$ cat src/rtl/and_gate_if.sv
// Operand/result bundle for and_gate_core: the operands and their qualifier, plus the
// combinational and registered results.
interface and_gate_if #(
   parameter int unsigned WIDTH = 1
);
   logic [WIDTH-1:0] a;
   logic [WIDTH-1:0] b;
   logic             in_valid;
   logic [WIDTH-1:0] y;
   logic [WIDTH-1:0] y_q;
   logic             out_valid;

   modport master (output a, b, in_valid, input y, y_q, out_valid);
   modport slave  (input a, b, in_valid, output y, y_q, out_valid);
endinterface

$ cat src/rtl/and_gate_core.sv
// Bitwise AND with a zero-latency result, a registered valid-qualified copy, reduction
// flags and a saturating all-ones counter. Optional parity output: `define AND_GATE_PARITY_EN.
module and_gate_core #(
   parameter int unsigned WIDTH = 1,
   parameter int unsigned CNT_W = 8
) (
   input  logic             clk,
   input  logic             rst_n,
   and_gate_if.slave        bus,
   input  logic             cnt_clr,
   output logic             y_all,
   output logic             y_any,
   output logic [CNT_W-1:0] cnt
`ifdef AND_GATE_PARITY_EN
   ,
   output logic             y_par
`endif
);

   localparam logic [CNT_W-1:0] CNT_MAX = '1;

   logic [WIDTH-1:0] y_c;
   logic [WIDTH-1:0] res_d, res_q;
   logic             valid_d, valid_q;
   logic [CNT_W-1:0] cnt_d, cnt_q;

   // Combinational path: no clock or reset involvement
   assign y_c   = bus.a & bus.b;
   assign bus.y = y_c;
   assign y_all = &y_c;
   assign y_any = |y_c;

   // An unknown y_all makes the increment condition non-true, so X never reaches cnt
   always_comb begin
      res_d   = res_q;
      valid_d = 1'b0;
      cnt_d   = cnt_q;
      if (bus.in_valid) begin
         res_d   = y_c;
         valid_d = 1'b1;
      end
      if (cnt_clr) begin
         cnt_d = '0;
      end else if (bus.in_valid && y_all && (cnt_q != CNT_MAX)) begin
         cnt_d = cnt_q + CNT_W'(1);
      end
   end

   always_ff @(posedge clk or negedge rst_n) begin
      if (!rst_n) begin
         res_q   <= '0;
         valid_q <= 1'b0;
         cnt_q   <= '0;
      end else begin
         res_q   <= res_d;
         valid_q <= valid_d;
         cnt_q   <= cnt_d;
      end
   end

   assign bus.y_q       = res_q;
   assign bus.out_valid = valid_q;
   assign cnt           = cnt_q;

`ifdef AND_GATE_PARITY_EN
   logic par_d, par_q;

   // Parity tracks the registered result, so it only moves when y_q is loaded
   always_comb begin
      par_d = par_q;
      if (bus.in_valid) begin
         par_d = ^y_c;
      end
   end

   always_ff @(posedge clk or negedge rst_n) begin
      if (!rst_n) begin
         par_q <= 1'b0;
      end else begin
         par_q <= par_d;
      end
   end

   assign y_par = par_q;
`endif

endmodule

$ cat src/flat_wrapper.sv
// flat-port wrapper written by rule: the top's interface ports become plain ports
module and_gate_core_flat 
#(
   parameter int unsigned WIDTH = 1,
   parameter int unsigned CNT_W = 8
)
  (clk, rst_n, cnt_clr, y_all, y_any, cnt, bus_a, bus_b, bus_in_valid, bus_y, bus_y_q, bus_out_valid);
  and_gate_if #(.WIDTH(WIDTH)) bus_i ();
  input  logic clk;
  input  logic rst_n;
  input  logic cnt_clr;
  output logic y_all;
  output logic y_any;
  output logic [CNT_W-1:0] cnt;
  input wire logic [$bits(bus_i.a)-1:0] bus_a;
  input wire logic [$bits(bus_i.b)-1:0] bus_b;
  input wire logic [$bits(bus_i.in_valid)-1:0] bus_in_valid;
  output wire logic [$bits(bus_i.y)-1:0] bus_y;
  output wire logic [$bits(bus_i.y_q)-1:0] bus_y_q;
  output wire logic [$bits(bus_i.out_valid)-1:0] bus_out_valid;
  assign bus_i.a = bus_a;
  assign bus_i.b = bus_b;
  assign bus_i.in_valid = bus_in_valid;
  assign bus_y = bus_i.y;
  assign bus_y_q = bus_i.y_q;
  assign bus_out_valid = bus_i.out_valid;
  and_gate_core #(.WIDTH(WIDTH), .CNT_W(CNT_W)) u_core (.clk(clk), .rst_n(rst_n), .bus(bus_i), .cnt_clr(cnt_clr), .y_all(y_all), .y_any(y_any), .cnt(cnt));
endmodule
$ cat config.mk
export PLATFORM = sky130hd
export DESIGN_NAME = and_gate_core_flat
export DESIGN_NICKNAME = d
export VERILOG_FILES = /design/src/rtl/and_gate_if.sv /design/src/rtl/and_gate_core.sv /design/src/flat_wrapper.sv
export SDC_FILE = /design/constraint.sdc
export NUM_CORES = 1
export LEC_CHECK = 0
export BUFFER_PORTS_ARGS = -buffer_cell sky130_fd_sc_hd__buf_2
export CAP_MARGIN = 20
export CORE_AREA = 2 2 39 41
export DETAILED_ROUTE_END_ITERATION = 12
export DIE_AREA = 0 0 41 43
export GPL_ROUTABILITY_DRIVEN = 0
export HOLD_SLACK_MARGIN = 0.03
export PLACE_DENSITY = 0.76
export SYNTH_ARGS = -nofsm -noshare
export SYNTH_HDL_FRONTEND = slang
export SYNTH_SLANG_ARGS = --single-unit
$ cat constraint.sdc
create_clock -name clk -period 2 [get_ports clk]
set_input_delay 0.5 -clock clk [delete_from_list [all_inputs] [get_ports clk]]
set_output_delay 0.5 -clock clk [all_outputs]
set_load 0.02 [all_outputs]
### Word level (Yosys, flattened, before mapping)

Cells that the tools add are included.

| storage, ports and cells | value |
|---|---|
| flip-flop bits (word level) | 10 |
| output and inout port bits | 13 |
| logic and storage cells | 12 |

| operators by class | value |
|---|---|
| $add $sub $neg | 1 |
| equal/unequal tests | 1 |
| multiplexer cells | 3 |
| bitwise operators | 1 |
| reduce and logical (&&, ||, !) cells | 3 |

Operators by type and width:

| operator | number |
|---|---|
| 8-bit 2-to-1 mux | 2 |
| 8-bit by 1-bit adder with 8-bit output (second input constant) | 1 |
| 8-bit inequality test (second input constant) | 1 |
| 1-bit logical AND | 2 |
| 2-bit nonzero test | 1 |
| 1-bit bitwise AND | 1 |
| 1-bit 2-to-1 mux | 1 |

### Logic depth before layout (Yosys ltp)

Gate-level depths: netlist of the first run.

| logic depth | value |
|---|---|
| depth in word-level cells | 5 |
| mapped depth | 5 |
| mapped depth without buffers | 5 |

### Least setup slack after synthesis of the first run

No wires, ideal clock.

| timing path | value |
|---|---|
| path kind | register to register |
| start point | register u_core.cnt_q[0], in the netlist u_core.cnt[0] |
| end point | register u_core.cnt_q[5], in the netlist u_core.cnt[5] |
| library setup time | 0.078 ns |
| data arrival time | 1.456 ns |
| data required time | 1.922 ns |
| slack | 0.466 ns |
| stages on the path, launching flop included | 6 |
| path buffers | 0 |
| cell sequence | dfrtp_1 -> ha_1 -> nand3_1 -> o211ai_4 -> or3_1 -> a21oi_1 |

| on the way | value |
|---|---|
| word-level cells in the longest chain between the ends | 3 |
| elaborated cells on any way between the ends | 6 |

Ends and longest elaborated chain:

| item | line | RTL |
|---|---|---|
| start, declared | and_gate_core.sv:25 | `logic [CNT_W-1:0] cnt_d, cnt_q;` |
| start signal, assigned | and_gate_core.sv:57 | `cnt_q <= cnt_d;` |
| 8-bit by 1-bit adder with 8-bit output or 8-bit inequality test (tied branches) | and_gate_core.sv:45, and_gate_core.sv:44 |  |
| 8-bit 2-to-1 mux or 1-bit logical AND (tied branches) | and_gate_core.sv:44 | `end else if (bus.in_valid && y_all && (cnt_q != CNT_MAX)) begin` |
| 8-bit 2-to-1 mux or 2-bit nonzero test (tied branches) | -- |  |

Several ways; a longest one is shown, not always the timed one. The select of a mux whose other input is x is not followed.
A chain may end at the register's enable or synchronous reset.

### Worst setup path after layout of the first run

| timing path | value |
|---|---|
| start point | register u_core.cnt_q[0], in the netlist u_core.cnt[0] |
| end point | register u_core.cnt_q[7], in the netlist u_core.cnt[7] |

The elaborated chain is that of the path after synthesis.

==> results of run 1 <==
[logic make-up after synthesis]
group,synth area share [%]
compound gates,13.1
mux,5.63
fa+ha+maj,2.35
flops,46.9
simple gates,21.4
buf+inv,5.63
xor+xnor,4.93
[final timing paths]
path	to	slack (ns)	cells after the start
max in group asynchronous	u_core.cnt[4]	1.72	1
worst min register to register	u_core.bus.y_q	0.47	1
worst min-delay path	u_core.cnt[6]	0.09	1
worst max register to register	u_core.cnt[7]	0.43	5
worst max-delay path	u_core.cnt[7]	0.43	5
min in group clk	u_core.bus.out_valid	0.37	1
[critical path, stage by stage (launching register included)]
cell and delay [ns]:
dfrtp_1 0.42, ha_1 0.26, nand3_1 0.22, o211ai_4 0.12
or3_1 0.32, a21oi_1 0.16
[flip-flops by register name, indices dropped and copies added, names as in the netlist]
register	count
u_core.cnt	8
u_core.bus.y_q	1
u_core.bus.out_valid	1
[synthesized netlist by cell type (2+ instances only)]
library cell / instances / area share (%)
nand4_1: 2 / 2.3
a21oi_1: 2 / 1.9
and3_1: 2 / 2.3
mux2i_1: 3 / 5.6
o21ai_0: 3 / 2.8
or3_1: 2 / 2.3
nor2_1: 6 / 4.2
xor2_1: 3 / 4.9
buf_4: 3 / 4.2
dfrtp_1: 10 / 47
[routing by layer]
layer,vias to the layer above,share of wire [%],track usage (%)
met5,-,0,0
met4,0,0.93,8.00
met3,2,2.9,1.57
met2,10,50,19.1
met1,211,46,17.7
li1,210,-,-
[power by group through the flow]
stage          clock network, mW  logic (mW)  registers [mW]
2_1_floorplan                  0      0.0187           0.218
3_3_place_gp                   0      0.0367           0.212
3_5_place_dp                   0      0.0373           0.213
4_1_cts                    0.143      0.0376           0.209
5_1_grt                    0.147      0.0410           0.209
6_report                   0.136      0.0370           0.209
[final cells by class]
| class | instances | area, sq um | share of cell area (%) |
|---|---|---|---|
| Tap cell | 16 | 20.0 | 3.13 |
| Timing Repair Buffer | 18 | 90.1 | 14.1 |
| Multi-Input combinational cell | 34 | 253 | 39.5 |
| Clock buffer | 3 | 22.5 | 3.52 |
| Inverter | 1 | 3.75 | 0.587 |
| Sequential cell | 10 | 250 | 39.1 |
==> flow_metrics.py, run 1 <==
metrics = {
    "worst_setup_path": {
        "worstSetupPathType": "reg2reg",
        "start_kind": "register",
        "critPathRequiredTime_ns": 2.19,
        "rr_startpoint": "u_core.cnt[0]",
        "critPathCaptureType": "register",
        "cp-startpoint": "u_core.cnt[0]",
        "critPathMaxFanout": 5,
        "arrival_ns": 1.76,
    },
    "power": {
        "power.share.switching_pct": 24.4,
        "seq_power_share_pct": 54.7,
        "p_per_area_nw_per_um2": 597,
        "peakVddDrop_uv": 327,
        "power.switching_uw": 93.2,
        "comb_power_share_pct": 9.7,
        "p_leak_nw": 0.361,
        "pwr-share-clk_pct": 35.6,
        "internal_power_uw": 288,
        "power.total_uw": 382,
    },
    "floorplan": {
        "design.core.area_sq_um": 1380,
        "fp.dieArea_sq_um": 1760,
        "die_h_microns": 43,
        "ios": 19,
        "die_width_microns": 41,
        "initial_utilization_pct": 38.5,
        "rows": 14,
    },
    "timing": {
        "worstMarginPinSlew_ns": 0.281,
        "hold_viol": 0,
        "setup_viol": 0,
        "timing.slew.headroom_pct": 81.3,
        "layout_setup_ws_ns": 0.430,
        "rsz0062_at_grt": "false",
        "min_period_over_period_pct": 78.5,
        "hold_ws_ns": 0.0881,
        "clock.fmax_mhz": 637,
        "drv_slew": 0,
        "fin_tns_setup_ns": 0,
        "post-route-min-period_ns": 1.57,
        "finClkSkew_ns": 0.00116,
    },
    "grt": {
        "grt_pass1_vias": 379,
        "grt_max_degree": 11,
        "grt_overflow": 0,
        "grt_util_all_layers_pct": 13.1,
        "grt_pass1_wl_mm": 1.57,
        "antenna_found_initial": 0,
    },
    "place": {
        "place_hpwl_microns": 812,
        "placed_area_sq_um": 617,
        "io_buffers": 18,
        "dpl_worst_slack_ns": 0.407,
        "place_inst": 79,
    },
    "clocking": {
        "clock_sinks": 10,
        "cts-root-buf": "clkbuf_4",
        "htreeDepth": 1,
        "cts_resized": 0,
        "clk_pin_slew_worst_paths_ns": 0.06,
        "cts.hold.buffers_added": 0,
        "cts.path.max_buffers": 2,
        "cts_tree": "yes",
        "insertion_delay_ns": 0.26,
        "cts-buffers-inserted": 3,
        "post_cts_buffers": 0,
    },
    "outcome": {
        "run_status": "complete, no violations",
    },
    "finish": {
        "layout-drive-gt1-share_pct": 37.9,
        "fillers": 142,
        "layout_commonest_cell": "buf_2",
        "final_cell_mix": "buf_2 (18), dfrtp_1 (10), nor2_1 (6)",
        "final_nets": 75,
        "utilization_pct": 46.2,
        "antenna_cells": 0,
        "fin_area_sq_um": 639,
        "final_cells": 82,
        "area_delta_synth_final_pct": 20.0,
    },
    "yosys": {
        "synth_nets": 56,
        "syn_area_per_cell_sq_um": 10.9,
        "syn_area_sq_um": 533,
        "synth_warnings": 0,
        "synthCells": 49,
        "synth_edf_count": 0,
        "ys_seq_area_share_pct": 46.9,
        "ys_types": 23,
        "async_reset_ff_share_pct": 100,
        "yosys_register_bits": 10,
        "synth_flop_cell": "dfrtp_1",
    },
    "detailed_routing": {
        "vias_per_cell": 5.28,
        "totalWireLength_mm": 1.07,
        "drt_pass1_iterations": 4,
        "routedWlPerCell_microns": 13.1,
        "ant_nets": 0,
        "route.detailed.drc": 0,
        "vias": 433,
        "initialDrtViolationCount": 1,
    },
    "worst_hold_path": {
        "hold_path_class": "in2async",
    },
    "job": {
        "drv_cap": 0,
    },
}
(Power assumes the default switching activity.)
==> run 2: changes to the inputs <==
==> constraint.sdc (replaced) <==
create_clock -name clk -period 1.45 [get_ports clk]
set_input_delay 0.3625 -clock clk [delete_from_list [all_inputs] [get_ports clk]]
set_output_delay 0.3625 -clock clk [all_outputs]
set_load 0.02 [all_outputs]
==> run 2 against run 1 <==
Sequential share of layout area down 3.6 points; via count rose by 6.9%; core utilization up 4.9 points; count of clock-buffer cells in the layout increased by 1; final cell count up 9.8%; largest cell class unchanged; largest power group unchanged; highest routed layer unchanged.
==> flow_metrics.py, run 2 (synthesis results as in run 1) <==
metrics = {
    "job": {
        "drv_cap": 0,
    },
    "worst_hold_path": {
        "whs_path_depth": 1,
        "hold_path_class": "in2reg",
    },
    "finish": {
        "layout_commonest_cell": "buf_2",
        "final_cell_mix": "buf_2 (18), dfrtp_1 (9), nor2_1 (6), buf_4 (6)",
        "fillers": 136,
        "largest_register_ffs": 8,
        "antenna_cells": 0,
        "utilization_pct": 51.1,
        "regArea_sq_um": 251,
        "layout-drive-gt1-share_pct": 45.9,
        "final_nets": 82,
        "fin_area_sq_um": 707,
        "multiInputGateArea_sq_um": 260,
        "area_delta_synth_final_pct": 32.6,
    },
    "worst_setup_path": {
        "crit_path_cell_trace": "ha_2, nand3_2, buf_4, o21ai_2, mux2i_1, nor2_1",
        "cp_slowest_stage_delay_ns": 0.40,
        "critPathRequiredTime_ns": 1.61,
        "crit_slowest_cell": "dfrtp_1",
        "critPathCaptureType": "register",
        "start_kind": "register",
        "arrival_ns": 1.57,
        "critPathMaxFanout": 4,
        "worstRegToRegCells": 6,
        "worstSetupPathType": "reg2reg",
    },
    "clocking": {
        "cts-buffers-inserted": 3,
        "cts_tree": "yes",
        "insertion_delay_ns": 0.27,
        "cts.path.max_buffers": 2,
        "htreeDepth": 1,
        "cts-root-buf": "clkbuf_4",
        "clk_pin_slew_worst_paths_ns": 0.07,
        "clock_sinks": 10,
    },
    "place": {
        "io_buffers": 18,
        "placed_area_sq_um": 653,
        "place_hpwl_microns": 835,
    },
    "floorplan": {
        "die_width_microns": 41,
        "rows": 14,
        "ios": 19,
        "initial_utilization_pct": 38.5,
        "die_h_microns": 43,
        "design.core.area_sq_um": 1380,
        "fp.dieArea_sq_um": 1760,
    },
    "grt": {
        "grt_util_all_layers_pct": 16.0,
        "grt_pass1_vias": 403,
        "grt_pass1_wl_mm": 1.79,
        "grt_overflow": 0,
        "antenna_found_initial": 0,
        "grt_max_degree": 11,
    },
    "timing": {
        "fin_tns_setup_ns": 0,
        "timing.slew.headroom_pct": 81.9,
        "finClkSkew_ns": 0.00678,
        "worstMarginPinSlew_ns": 0.271,
        "setup_viol": 0,
        "post-route-min-period_ns": 1.41,
        "min_period_over_period_pct": 97.0,
        "hold_ws_ns": 0.234,
        "drv_slew": 0,
        "clock.fmax_mhz": 711,
        "hold_viol": 0,
    },
    "power": {
        "p_leak_nw": 0.393,
        "power.total_uw": 558,
        "p_per_area_nw_per_um2": 790,
        "peakVddDrop_uv": 416,
    },
    "detailed_routing": {
        "totalWireLength_mm": 1.19,
        "vias_per_cell": 5.14,
        "drt_pass1_iterations": 4,
        "route.detailed.drc": 0,
        "ant_nets": 0,
        "routedWlPerCell_microns": 13.2,
        "initialDrtViolationCount": 7,
        "vias": 463,
    },
    "outcome": {
        "run_status": "complete, no violations",
    },
}
-- run 2: changes by cell type in the layout (fill, tap and decap cells not counted), sizes merged --
cell and change:
clkbuf +1, buf +6, dlygate4sd3 +1
-- run 2: area by class of cell --
cell class	count	area share, %
inverter	1	0.531
multi-input combinational	34	36.8
sequential	10	35.6
timing repair buffer	25	20.5
clock buffer	4	3.72
tap	16	2.83
-- run 2: worst paths after layout --
check                                       end  slack [ns]           start
max                               u_core.cnt[1]        0.04   u_core.cnt[1]
max in group asynchronous         u_core.cnt[0]        0.76           rst_n
min                        u_core.bus.out_valid        0.23    bus_in_valid
max reg2reg                       u_core.cnt[1]        0.04   u_core.cnt[1]
min reg2reg                      u_core.bus.y_q        0.48  u_core.bus.y_q
min in group asynchronous         u_core.cnt[2]        0.48           rst_n
-- run 2: what timing repair did --
item / 4_1_cts / 5_1_grt
endpoints found under the setup margin: 0 / 2
hold buffers: 1 / 0
resized for setup: 0 / 1
setup buffers: 0 / 2
endpoints found under the hold margin: 10 / 0
-- run 2: critical path: cells and delay by family, from the launching register on --
family	cells	cell delay, ns
flops	1	0.40
simple gates	2	0.17
compound gates	1	0.15
buf+inv	1	0.16
fa+ha+maj	1	0.21
mux	1	0.20
-- run 2: per-layer routing --
| layer | vias up | share of wire (%) | track usage [%] | wire length [microns] |
|---|---|---|---|---|
| met1 | 220 | 43 | 20.6 | 509 |
| met3 | 4 | 4.4 | 3.14 | 53 |
| met2 | 17 | 49 | 20.6 | 583 |
| li1 | 222 | - | - | - |
| met5 | - | 0 | 0 | 0 |
| met4 | 0 | 3.8 | 16.0 | 45 |
-- run 2: through the flow --
stage	worst slack, ns	instances
finish	0.0436	90
global route	-0.0183	90
CTS	0.0261	88
detailed placement	0.0546	83
global placement	0.0940	83
floorplan	0.0107	49
-- run 2: where the power goes --
| group | internal, mW | switching (mW) | leakage [nW] |
|---|---|---|---|
| Combinational | 0.0232 | 0.0361 | 0.244 |
| Clock | 0.107 | 0.105 | 0.0150 |
| Sequential | 0.285 | 0.00275 | 0.134 |
| Total | 0.414 | 0.144 | 0.393 |
==> run 3: changes to the inputs <==
--- a/config.mk
+++ b/config.mk
@@ -5,6 +5,7 @@
 export SDC_FILE = /design/constraint.sdc
 export NUM_CORES = 1
 export LEC_CHECK = 0
+export ABC_AREA = 1
 export BUFFER_PORTS_ARGS = -buffer_cell sky130_fd_sc_hd__buf_2
 export CAP_MARGIN = 20
 export CORE_AREA = 2 2 39 41
@@ -12,7 +13,7 @@
 export DIE_AREA = 0 0 41 43
 export GPL_ROUTABILITY_DRIVEN = 0
 export HOLD_SLACK_MARGIN = 0.03
-export PLACE_DENSITY = 0.76
+export PLACE_DENSITY_LB_ADDON = 0.1
 export SYNTH_ARGS = -nofsm -noshare
 export SYNTH_HDL_FRONTEND = slang
 export SYNTH_SLANG_ARGS = --single-unit
==> run 3 against run 2 <==
Clock skew shrank 0.0064 ns; critical endpoint is now u_core.cnt[7]; wire length grew 2.5%; highest routed layer unchanged; non-clock buffer count shrank 4; die area is the same; count of clock-buffer cells in the layout is the same; largest power group unchanged; sequential share of layout area shrank 1.9 points; total power grew 9.2%; worst hold slack lost 0.0098 ns; global-route usage shrank 0.19 points; fmax grew 3.4%; critical path depth grew 1; sequential power is essentially flat.
==> flow_metrics.py, run 3 <==
metrics = {
    "yosys": {
        "synth_warnings": 0,
        "async_reset_ff_share_pct": 100,
        "synthCells": 74,
        "synth_area_leaders": "dfrtp_1 (43%), nand2_1 (16%), nand3_1 (6.9%)",
        "synth_top_area_share_pct": 43.2,
        "syn_area_per_cell_sq_um": 7.83,
        "synth_edf_count": 0,
        "ys_seq_area_share_pct": 43.2,
        "synth_nets": 81,
        "syn_area_sq_um": 579,
        "synth.largest_area_cell": "dfrtp_1",
        "ys_types": 18,
        "synth_flop_cell": "dfrtp_1",
        "synth_common_cells": "nand2_1 (24), dfrtp_1 (10), inv_1 (9)",
        "yosysMostFrequentCell": "nand2_1",
        "yosys_register_bits": 10,
    },
    "detailed_routing": {
        "routedWlPerCell_microns": 10.8,
        "totalWireLength_mm": 1.22,
        "drt_pass1_iterations": 4,
        "route.detailed.drc": 0,
        "ant_nets": 0,
        "vias": 530,
        "vias_per_cell": 4.69,
        "initialDrtViolationCount": 11,
    },
    "clocking": {
        "htreeDepth": 1,
        "insertion_delay_ns": 0.27,
        "clock_sinks": 10,
        "clk_pin_slew_worst_paths_ns": 0.07,
        "cts-buffers-inserted": 3,
        "cts.path.max_buffers": 2,
        "cts-root-buf": "clkbuf_4",
        "cts_tree": "yes",
    },
    "worst_setup_path": {
        "rrSetupSlack_ns": 0.09,
        "rr_startpoint": "u_core.cnt[1]",
        "worstRegToRegCells": 7,
        "critPathRequiredTime_ns": 1.61,
        "critPathMaxFanout": 8,
        "reg2reg_to": "u_core.cnt[7]",
        "critPathCaptureType": "register",
        "arrival_ns": 1.52,
        "start_kind": "register",
        "worstSetupPathType": "reg2reg",
    },
    "timing": {
        "drv_slew": 0,
        "timing.slew.headroom_pct": 78.9,
        "post-route-min-period_ns": 1.36,
        "worstMarginPinSlew_ns": 0.316,
        "setup_viol": 0,
        "rsz0062_at_grt": "false",
        "fin_tns_setup_ns": 0,
        "min_period_over_period_pct": 93.8,
        "clock.fmax_mhz": 735,
        "finClkSkew_ns": 0.000337,
        "hold_viol": 0,
    },
    "finish": {
        "layout_commonest_cell": "nand2_1",
        "antenna_cells": 0,
        "area_delta_synth_final_pct": 28.3,
        "final_cell_mix": "nand2_1 (24), buf_2 (18), dfrtp_1 (10)",
        "final_nets": 105,
        "fillers": 138,
        "largest_register_ffs": 8,
        "layout-drive-gt1-share_pct": 33.0,
    },
    "worst_hold_path": {
        "hold_path_class": "in2reg",
        "whs_path_depth": 1,
        "hold-path-endpoint": "u_core.bus.out_valid",
        "hold_start": "bus_in_valid",
    },
    "place": {
        "place_hpwl_microns": 919,
        "io_buffers": 18,
    },
    "grt": {
        "grt_max_degree": 11,
        "antenna_found_initial": 0,
        "grt_pass1_vias": 438,
        "grt_util_all_layers_pct": 15.8,
        "grt_pass1_wl_mm": 1.88,
        "grt_overflow": 0,
    },
    "floorplan": {
        "fp.dieArea_sq_um": 1760,
        "design.core.area_sq_um": 1380,
        "rows": 14,
        "ios": 19,
        "initial_utilization_pct": 41.9,
        "die_width_microns": 41,
        "die_h_microns": 43,
    },
    "job": {
        "drv_cap": 0,
    },
    "outcome": {
        "run_status": "complete, no violations",
    },
    "power": {
        "p_leak_nw": 0.442,
        "peakVddDrop_uv": 422,
        "p_per_area_nw_per_um2": 820,
        "power.total_uw": 610,
    },
}
## run 3: changes by cell type after synthesis, moves of 2 or more
cell     change
nand3_1      +7
nand2_1     +23
xor2_1       -2
inv_1        +8
and3_1       -2
mux2i_1      -3
nand2_2      +2
or3_1        -2
## run 3: area by class of cell
cell class	count	area (sq um)	area share (%)
Timing Repair Buffer	21	115	15.5
Clock buffer	4	36.3	4.88
Inverter	9	33.8	4.55
Multi-Input combinational cell	53	288	38.7
Sequential cell	10	250	33.7
Tap cell	16	20.0	2.69
## run 3: how the worst max path moves through the flow
| stage | start | endpoint | slack (ns) | cells after the start |
|---|---|---|---|---|
| floorplan | u_core.cnt[0] | u_core.cnt[7] | 0.04 | 7 |
| global placement | u_core.cnt[1] | u_core.cnt[7] | 0.09 | 7 |
| detailed placement | u_core.cnt[1] | u_core.cnt[7] | 0.07 | 7 |
| CTS | u_core.cnt[1] | u_core.cnt[7] | 0.05 | 7 |
| global route | u_core.cnt[1] | u_core.cnt[5] | 0.005 | 7 |
| finish | u_core.cnt[1] | u_core.cnt[7] | 0.09 | 7 |
## run 3: logic make-up (layout without fill, tap and decap cells)
| kind of cell | count (synthesis) | after routing | synth area share, % |
|---|---|---|---|
| buffers and inverters | 11 | 34 | 8.42 |
| XOR/XNOR | 1 | 1 | 1.51 |
| flip-flops | 10 | 10 | 43.2 |
| adder cells (fa/ha/maj) | 1 | 1 | 2.16 |
| AO/OA/AOI/OAI | 6 | 6 | 7.77 |
| AND/OR/NAND/NOR | 45 | 45 | 36.9 |
## run 3: routing by layer
layer | part of all wire, % | vias up | track usage, %
li1 | - | 276 | -
met1 | 46 | 235 | 23.3
met2 | 47 | 16 | 21.3
met3 | 4.8 | 3 | 3.14
met4 | 1.7 | 0 | 8.00
met5 | 0 | - | 0
## run 3: repair_timing
| action | in CTS | in global routing |
|---|---|---|
| hold endpoints to repair | 10 | 0 |
| hold buffers | 1 | 0 |
| setup endpoints to repair | 0 | 8 |
| setup buffers | 0 | 1 |
| gates resized for setup | 0 | 2 |
## run 3: power by group
part	total, mW	switching [mW]	internal, mW
logic	0.0675	0.0441	0.0234
registers	0.287	0.00264	0.284
clock network	0.255	0.103	0.153
## run 3: critical path: stages (launching register included)
cell and delay [ns]:
dfrtp_1 0.42, ha_2 0.21, nand2_4 0.09, nor2_4 0.05, a21oi_4 0.30, nor2_8 0.07, nand2_1 0.06, nand2_1 0.05
## run 3: through the flow
step	instances	util [%]	cell area [sq um]	setup slack (ns)	hold WS [ns]
floorplan	74	-	579	0.0404	0.0669
global placement	107	49.3	682	0.0914	0.239
detailed placement	107	49.3	682	0.0691	0.241
CTS	112	52.6	728	0.0488	0.230
global route	113	53.7	743	0.00486	0.227
finish	113	53.7	743	0.0900	0.224
